===== src/rtl/grid_run_ctrl.sv =====
// grid_run_ctrl: launch sequencer for a PE grid.
// Sequence per launch: hold every PE in reset, strobe preload, then enable
// instruction issue. The run ends when every participating PE has reported
// finish, or with an error when the optional cycle limit is reached.
//
//  state   | meaning
//  --------+-----------------------------------------------------------
//  IDLE    | no launch; all PE resets asserted
//  RESET   | all PE resets held for RST_CYCLES cycles
//  PRELOAD | masked PEs out of reset, preload strobe for PRELOAD_CYCLES
//  RUN     | instruction enable on, counting cycles, collecting finishes
//  DONE    | run completed; done pulses on the first cycle only
//  ERROR   | empty mask or timeout; error flag held until next start
module grid_run_ctrl #(
    parameter int N_PE           = 16,
    parameter int RST_CYCLES     = 4,
    parameter int PRELOAD_CYCLES = 2,
    parameter int CNT_W          = 32
) (
    input  logic             clk,
    input  logic             rst,
    input  logic             start,
    input  logic             abort,
    input  logic [N_PE-1:0]  pe_mask,
    input  logic [CNT_W-1:0] timeout_limit,
    input  logic [N_PE-1:0]  pe_finish,
    output logic [N_PE-1:0]  pe_rst,
    output logic             preload,
    output logic             inst_en,
    output logic             busy,
    output logic             done,
    output logic             error,
    output logic [CNT_W-1:0] cycle_count,
    output logic [N_PE-1:0]  finish_seen
);

    localparam logic [2:0] S_IDLE    = 3'd0;
    localparam logic [2:0] S_RESET   = 3'd1;
    localparam logic [2:0] S_PRELOAD = 3'd2;
    localparam logic [2:0] S_RUN     = 3'd3;
    localparam logic [2:0] S_DONE    = 3'd4;
    localparam logic [2:0] S_ERROR   = 3'd5;

    localparam int PH_W = 16;

    logic [2:0]       state_q, state_nxt;
    logic [PH_W-1:0]  phase_q, phase_nxt;
    logic [N_PE-1:0]  mask_q, mask_nxt;
    logic [CNT_W-1:0] count_nxt;
    logic [N_PE-1:0]  seen_nxt;
    logic             error_nxt;
    logic             done_nxt;

    logic [N_PE-1:0]  seen_run;
    logic             complete;
    logic [CNT_W-1:0] cnt_inc;
    logic             timeout_hit;

    logic [N_PE-1:0]  pe_rst_nxt;
    logic             preload_nxt;
    logic             inst_en_nxt;
    logic             busy_nxt;

    // Completion and timeout terms for the current RUN cycle; the limit is
    // compared against the count including this cycle so a limit of L means
    // at most L RUN cycles.
    always_comb begin
        seen_run    = finish_seen | (pe_finish & mask_q);
        complete    = (seen_run == mask_q);
        cnt_inc     = (cycle_count == '1) ? cycle_count : cycle_count + 1'b1;
        timeout_hit = (timeout_limit != '0) && (cnt_inc == timeout_limit);
    end

    // Next-state and next-value logic for the sequencer.
    always_comb begin
        state_nxt = state_q;
        phase_nxt = phase_q;
        mask_nxt  = mask_q;
        count_nxt = cycle_count;
        seen_nxt  = finish_seen;
        error_nxt = error;
        done_nxt  = 1'b0;
        case (state_q)
            S_IDLE, S_DONE, S_ERROR: begin
                if (start) begin
                    if (pe_mask != '0) begin
                        state_nxt = S_RESET;
                        phase_nxt = PH_W'(RST_CYCLES - 1);
                        mask_nxt  = pe_mask;
                        count_nxt = '0;
                        seen_nxt  = '0;
                        error_nxt = 1'b0;
                    end else begin
                        // Empty mask: nothing participates, keep every PE in reset.
                        state_nxt = S_ERROR;
                        mask_nxt  = '0;
                        error_nxt = 1'b1;
                    end
                end
            end
            S_RESET: begin
                if (abort) begin
                    state_nxt = S_IDLE;
                end else if (phase_q == '0) begin
                    state_nxt = S_PRELOAD;
                    phase_nxt = PH_W'(PRELOAD_CYCLES - 1);
                end else begin
                    phase_nxt = phase_q - 1'b1;
                end
            end
            S_PRELOAD: begin
                if (abort) begin
                    state_nxt = S_IDLE;
                end else if (phase_q == '0) begin
                    state_nxt = S_RUN;
                end else begin
                    phase_nxt = phase_q - 1'b1;
                end
            end
            S_RUN: begin
                // Abort freezes the count and finish flags as they stood.
                if (abort) begin
                    state_nxt = S_IDLE;
                end else begin
                    count_nxt = cnt_inc;
                    seen_nxt  = seen_run;
                    if (complete) begin
                        state_nxt = S_DONE;
                        done_nxt  = 1'b1;
                    end else if (timeout_hit) begin
                        state_nxt = S_ERROR;
                        error_nxt = 1'b1;
                    end
                end
            end
            default: state_nxt = S_IDLE;
        endcase
    end

    // Output values derived from the upcoming state so every output is a flop.
    always_comb begin
        pe_rst_nxt  = ((state_nxt == S_IDLE) || (state_nxt == S_RESET)) ? '1 : ~mask_nxt;
        preload_nxt = (state_nxt == S_PRELOAD);
        inst_en_nxt = (state_nxt == S_RUN);
        busy_nxt    = (state_nxt == S_RESET) || (state_nxt == S_PRELOAD) ||
                      (state_nxt == S_RUN);
    end

    // State, counters and registered outputs; rst overrides start/abort.
    always_ff @(posedge clk) begin
        if (rst) begin
            state_q     <= S_IDLE;
            phase_q     <= '0;
            mask_q      <= '0;
            cycle_count <= '0;
            finish_seen <= '0;
            error       <= 1'b0;
            done        <= 1'b0;
            pe_rst      <= '1;
            preload     <= 1'b0;
            inst_en     <= 1'b0;
            busy        <= 1'b0;
        end else begin
            state_q     <= state_nxt;
            phase_q     <= phase_nxt;
            mask_q      <= mask_nxt;
            cycle_count <= count_nxt;
            finish_seen <= seen_nxt;
            error       <= error_nxt;
            done        <= done_nxt;
            pe_rst      <= pe_rst_nxt;
            preload     <= preload_nxt;
            inst_en     <= inst_en_nxt;
            busy        <= busy_nxt;
        end
    end

endmodule


===== config.mk =====
export PLATFORM = sky130hd
export DESIGN_NAME = grid_run_ctrl
export DESIGN_NICKNAME = d
export VERILOG_FILES = /design/src/rtl/grid_run_ctrl.sv
export SDC_FILE = /design/constraint.sdc
export NUM_CORES = 1
export LEC_CHECK = 0
export BUFFER_PORTS_ARGS = -buffer_cell sky130_fd_sc_hd__buf_4
export CAP_MARGIN = 40
export CORE_ASPECT_RATIO = 0.8
export CORE_MARGIN = 5
export CORE_UTILIZATION = 57
export CTS_CLUSTER_DIAMETER = 200
export DETAILED_ROUTE_END_ITERATION = 16
export PLACE_DENSITY = 0.82
export SYNTH_ARGS = -nofsm -noshare
export SYNTH_HDL_FRONTEND = slang
export SYNTH_SLANG_ARGS = --single-unit

===== constraint.sdc =====
create_clock -name clk -period 6.8 [get_ports clk]
set_input_delay 1.36 -clock clk [delete_from_list [all_inputs] [get_ports clk]]
set_output_delay 1.36 -clock clk [all_outputs]
set_load 0.05 [all_outputs]

**After elaboration in Yosys (flattened, before gate mapping)**

Index checks and enable logic that the tools add are counted.

- Logic and storage cells: 89
- Bits in registers: 104
- Input bits: 68

- Reduce and logical (&&, ||, !) cells: 17
- Bitwise operators: 4
- Eq/ne operators: 19
- Multiplexer cells: 36
- $add $sub $neg: 2

Operators with widths:

| operator | number |
|---|---|
| 2-to-1 mux 16 bit | 12 |
| 2-to-1 mux 32 bit | 4 |
| one-hot mux 32 bit (2 select lines) | 1 |
| one-hot mux 16 bit (3 select lines) | 1 |
| adder 32 x 1 -> 32 bit (second input constant) | 1 |
| equality test 32 bit | 1 |
| equality test 32 bit (second input constant) | 1 |
| one-hot mux 16 bit (2 select lines) | 1 |
| nonzero test 32 bit | 1 |
| 2-to-1 mux 3 bit | 9 |
| bitwise AND 16 bit | 1 |
| equality test 16 bit | 1 |
| logical NOT 16 bit | 1 |
| inequality test 2 bit (second input constant) | 8 |
| NOT 16 bit | 1 |
| OR 16 bit | 1 |
| nonzero test 16 bit | 1 |
| subtractor 16 x 1 -> 16 bit (second input constant) | 1 |
| equality test 3 x 2 -> 1 bit (second input constant) | 4 |
| one-hot mux 3 bit (4 select lines) | 1 |
| equality test 3 x 1 -> 1 bit (second input constant) | 2 |
| equality test 3 bit (second input constant) | 2 |
| logical NOT 3 bit | 2 |
| 2-to-1 mux 1 bit | 6 |
| 11 further kinds | 14 |

**Longest topological paths before layout**

- Depth after elaboration: 11
- Gate-level depth with buffers: 13

**Least setup slack after synthesis**

No wires, ideal clock.

- Path type: input -> register
- Start: input port pe_finish[9]
- End: register phase_q[8]
- Required time: 6.730 ns
- Stages on the path: 9
- Buffers on the path: 0
- Setup time: 0.070 ns
- Slack: 3.496 ns
- Data arrival time: 3.234 ns
- Cell sequence: nor3b_1 > nor4_1 > nand3_1 > o31ai_2 > nand3_1 > mux2i_2 > nand2_1 > or3_1 > a21oi_1

RTL lines:

| item | RTL line | text |
|---|---|---|
| from (decl) | 26 | `input logic [N_PE-1:0] pe_finish,` |
| to (signal assigned) | 165 | `phase_q <= phase_nxt;` |
| to (decl) | 47 | `logic [PH_W-1:0] phase_q, phase_nxt;` |

**Worst setup path in the final report**

- Start: register cycle_count[11]
- End: register state_q[2]

- Longest elaborated chain between the ends: 8

Ends and longest elaborated chain:

| item | RTL line | text |
|---|---|---|
| from (decl) | 33 | `output logic [CNT_W-1:0] cycle_count,` |
| from (signal assigned) | 167 | `cycle_count <= count_nxt;` |
| adder 32 x 1 -> 32 bit or equality test 32 bit (tied branches) | 70 | `cnt_inc = (cycle_count == '1) ? cycle_count : cycle_count + 1'b1;` |
| 2-to-1 mux 32 bit (*) | 70 |  |
| equality test 32 bit (*) | 71 | `timeout_hit = (timeout_limit != '0) && (cnt_inc == timeout_limit);` |
| logical AND 1 bit (*) | 71 |  |
| 2-to-1 mux 3 bit (*) | 130 | `end else if (timeout_hit) begin` |
| 2-to-1 mux 3 bit (*) | 127 | `if (complete) begin` |
| 2-to-1 mux 3 bit (*) | 122 | `if (abort) begin` |
| one-hot mux 3 bit (4 select lines) (*) | 83 | `case (state_q)` |
| to (signal assigned) | 164 | `state_q <= state_nxt;` |
| to (decl) | 46 | `logic [2:0] state_q, state_nxt;` |

Mark *: on every way between the ends. The rest lies on a longest branch, timed or not.
A chain may end at the register's enable or synchronous reset.

==> reports/metrics.yaml <==
met3_resource_use_gr_pct: 9.84
crit_path_start_kind: "register"
finalClockSkew_ns: 0.00891
crit_family: "simple AND/OR/NAND/NOR gates"
max_slew_margin_pct: 43.1
std_cell_rows: 36
globalRouteMet2Util_pct: 49.5
hold_start: "phase_q[14]"
max_slew.worst_pin.slew_ns: 0.842
grt_setup_unrepaired: "false"
critical-path-slowest-cell: "and4_1"
sequential_element_share_of_the_synthesized_area_pct: 29.5
netlist-cell-type-count: 84
cts_max_level: 3
cts.sinks: 104
fmaxAchievable_mhz: 248
worstReg2RegEnd: "state_q[2]"
pwr_density_cell_nw_per_um2: 223
synth_edf_count: 0
grt_remaining_overflow: 0
timing.hold.worst_endpoint: "phase_q[14]"
final_nets: 1075
dominantRegCellSynth: "dfxtp_1"
placedCellCount: 1145
worstHoldPathCells: 2
diodes: 0
first_pass_grt_wire_length_mm: 39.9
die_w_um: 134
ff2ff_setup_slack_ns: 2.77
drv_slew: 0
worst_hold_slack_ns: 0.500
syn_nets: 992
final-setup-viol-count: 0
yosysWarningCount: 0
final_common_cell: "buf_4"
tritoncts.num_buffers: 9
chipHeight_um: 110
hp-class: "register to register"
routed_wirelength_mm: 25.9
cts-hold-fix-buffers: 0
synth_cells: 921
grt.busiest_layer: "met1"
critical_path_required_ns: 7.09
syn_to_final_growth_pct: 17.3
syn_area_um2: 7060
place.gp.congestion: 0.979
drt_iter0_drc: 971
post_cts_resize_count: 0
die-area_um2: 14700
r2r_cells: 9
ir_drop_uv: 194
final_cell_mix: "buf_4 (141), dfxtp_1 (104), nor2_1 (102), o21ai_0 (56), nand2_1 (51)"
number_of_antenna_violations_at_the_first_check_in_global_routing: 0
routed_vias: 7850
outcome: "complete, no violations"
layoutNonFillerInstCount: 1161
cts_root_buffer: "clkbuf_16"
synthArstFlopShare_pct: 0
critical_path.max_fanout: 15
drive_gt1_share_pct: 20.1
critPathMaxStageDelay_ns: 0.73
post_cts.repair.setup_buffers: 0
timing.setup.tns_ns: 0
yosys_register_bits: 104
core_region_area_um2: 12200
number_of_nets_with_antenna_violations_after_routing: 0
cp.buffers_inverters: 0
crit_chain: "and4_1 -> and4_1 -> nand3_1 -> nand4_1 -> mux2_4 -> nor4_1 -> nand3_1 -> o31ai_1 -> and2_1"
min_period_over_period_pct: 59.2
grt_pass1_vias: 6991
gr-usage-all-layers_pct: 34.5
detail_route.first_pass.iterations: 6
worstReg2RegStart: "cycle_count[11]"
drt-vias-per-instance: 6.76
buffer_ports.inserted: 136
finalHoldViolations: 0
tritoncts: "done"
leakage_nw: 3.13
timing_worst_setup_path_type: "register to register"
worst-endpoint-arrival_ns: 4.32
grt_max_degree: 52
fin_util_pct: 68.1
drv_cap: 0
start_util_pct: 58.1
hpwlAfterDp_mm: 19.5
met1_use_gr_pct: 51.1
final_period_minus_worst_setup_slack_ns: 4.03
cp_endpoint_kind: "register"
clk_lat_worst_skew_ns: 0.36
synth.avg_cell_area_um2: 7.67
ios: 137
post-route-drc-count: 0
route.detailed.wl_per_inst_um: 22.3
clk_pin_slew_worst_paths_ns: 0.07
max-clock-path-buffers: 2
==> through the flow <==
step	setup WS (ns)	power, W	instance area, µm²
CTS	2.91	0.00184	8290
global route	2.62	0.00194	8290
global placement	2.67	0.00132	7990
finish	2.77	0.00185	8290
detailed placement	2.60	0.00133	7990
floorplan	3.50	0.00117	7060
==> cell usage after synthesis, types with 4 or more instances <==
cell / number / area share, %
a2111oi_0: 6 / 0.74
a211oi_1: 4 / 0.43
a21boi_0: 4 / 0.43
a21o_1: 5 / 0.53
a21oi_1: 45 / 3.2
a221oi_1: 5 / 0.62
a22oi_1: 7 / 0.74
a311oi_1: 9 / 1.1
a31oi_1: 21 / 1.9
a32oi_1: 8 / 0.99
a41oi_1: 4 / 0.50
and2_1: 12 / 1.1
and3_1: 13 / 1.2
and4_1: 8 / 0.99
buf_2: 24 / 1.7
clkbuf_1: 34 / 1.8
clkbuf_2: 4 / 0.28
dfxtp_1: 104 / 29
inv_1: 21 / 1.1
mux2i_1: 17 / 2.4
nand2_1: 51 / 2.7
nand2b_1: 9 / 0.80
nand3_1: 37 / 2.6
nand3b_1: 7 / 0.74
nand4_1: 26 / 2.3
nand4b_1: 5 / 0.62
nor2_1: 102 / 5.4
nor2b_1: 29 / 2.6
nor3_1: 23 / 1.6
nor3b_1: 17 / 1.8
nor4_1: 35 / 3.1
o211ai_1: 6 / 0.64
o21ai_0: 56 / 4.0
o31ai_1: 13 / 1.4
or2_2: 19 / 1.7
or3_1: 15 / 1.3
or4_1: 5 / 0.53
xnor2_1: 21 / 2.6
xor2_1: 22 / 2.7
==> how the worst max path moves through the flow <==
stage	from	to	cells after the start
finish	cycle_count[11]	state_q[2]	9
global route	pe_finish[3]	phase_q[5]	10
CTS	pe_finish[3]	phase_q[3]	10
detailed placement	pe_finish[3]	phase_q[9]	10
global placement	pe_finish[3]	phase_q[12]	10
floorplan	pe_finish[9]	phase_q[8]	9
==> worst reg2reg max path, cell delays in order (launching register included) <==
cell	delay, ns
dfxtp_1	0.71
and4_1	0.47
and4_1	0.73
nand3_1	0.31
nand4_1	0.24
mux2_4	0.32
nor4_1	0.43
nand3_1	0.20
o31ai_1	0.36
and2_1	0.19
==> flip-flops by register name (all words and copies together), names as in the netlist <==
name / cells
busy: 1
cycle_count: 32
done: 1
error: 1
finish_seen: 16
inst_en: 1
mask_q: 16
pe_rst: 16
phase_q: 16
preload: 1
state_q: 3
==> power breakdown <==
| group | switching (W) | internal [W] | leakage (nW) |
|---|---|---|---|
| clock | 0.000259 | 0.000259 | 0.145 |
| combinational | 0.000371 | 0.000227 | 2.14 |
| sequential | 0.0000549 | 0.000673 | 0.844 |
| total | 0.000686 | 0.00116 | 3.13 |
==> metal layers <==
layer	vias up	wire [µm]
met2	502	10800
met3	40	3510
met1	3717	11200
li1	3591	-
met5	-	0
met4	0	406
==> cells by family after synthesis <==
group / Yosys count / share of synthesized area (%)
AO/OA/AOI/OAI: 225 / 21.4
XOR/XNOR: 43 / 5.33
adder cells (fa/ha/maj): 3 / 0.532
buffers and inverters: 90 / 5.65
flip-flops: 104 / 29.5
multiplexers: 21 / 3.14
AND/OR/NAND/NOR: 435 / 34.5
==> area by class of cell <==
class | count | area (µm²)
multi-input combinational | 727 | 4580
fill | 1024 | 3870
sequential | 104 | 2080
timing repair buffer | 141 | 1060
clock buffer | 9 | 225
tap | 152 | 190
inverter | 21 | 78.8
clock inverter | 7 | 71.3
No activity file was read; power rests on OpenSTA's default activity.
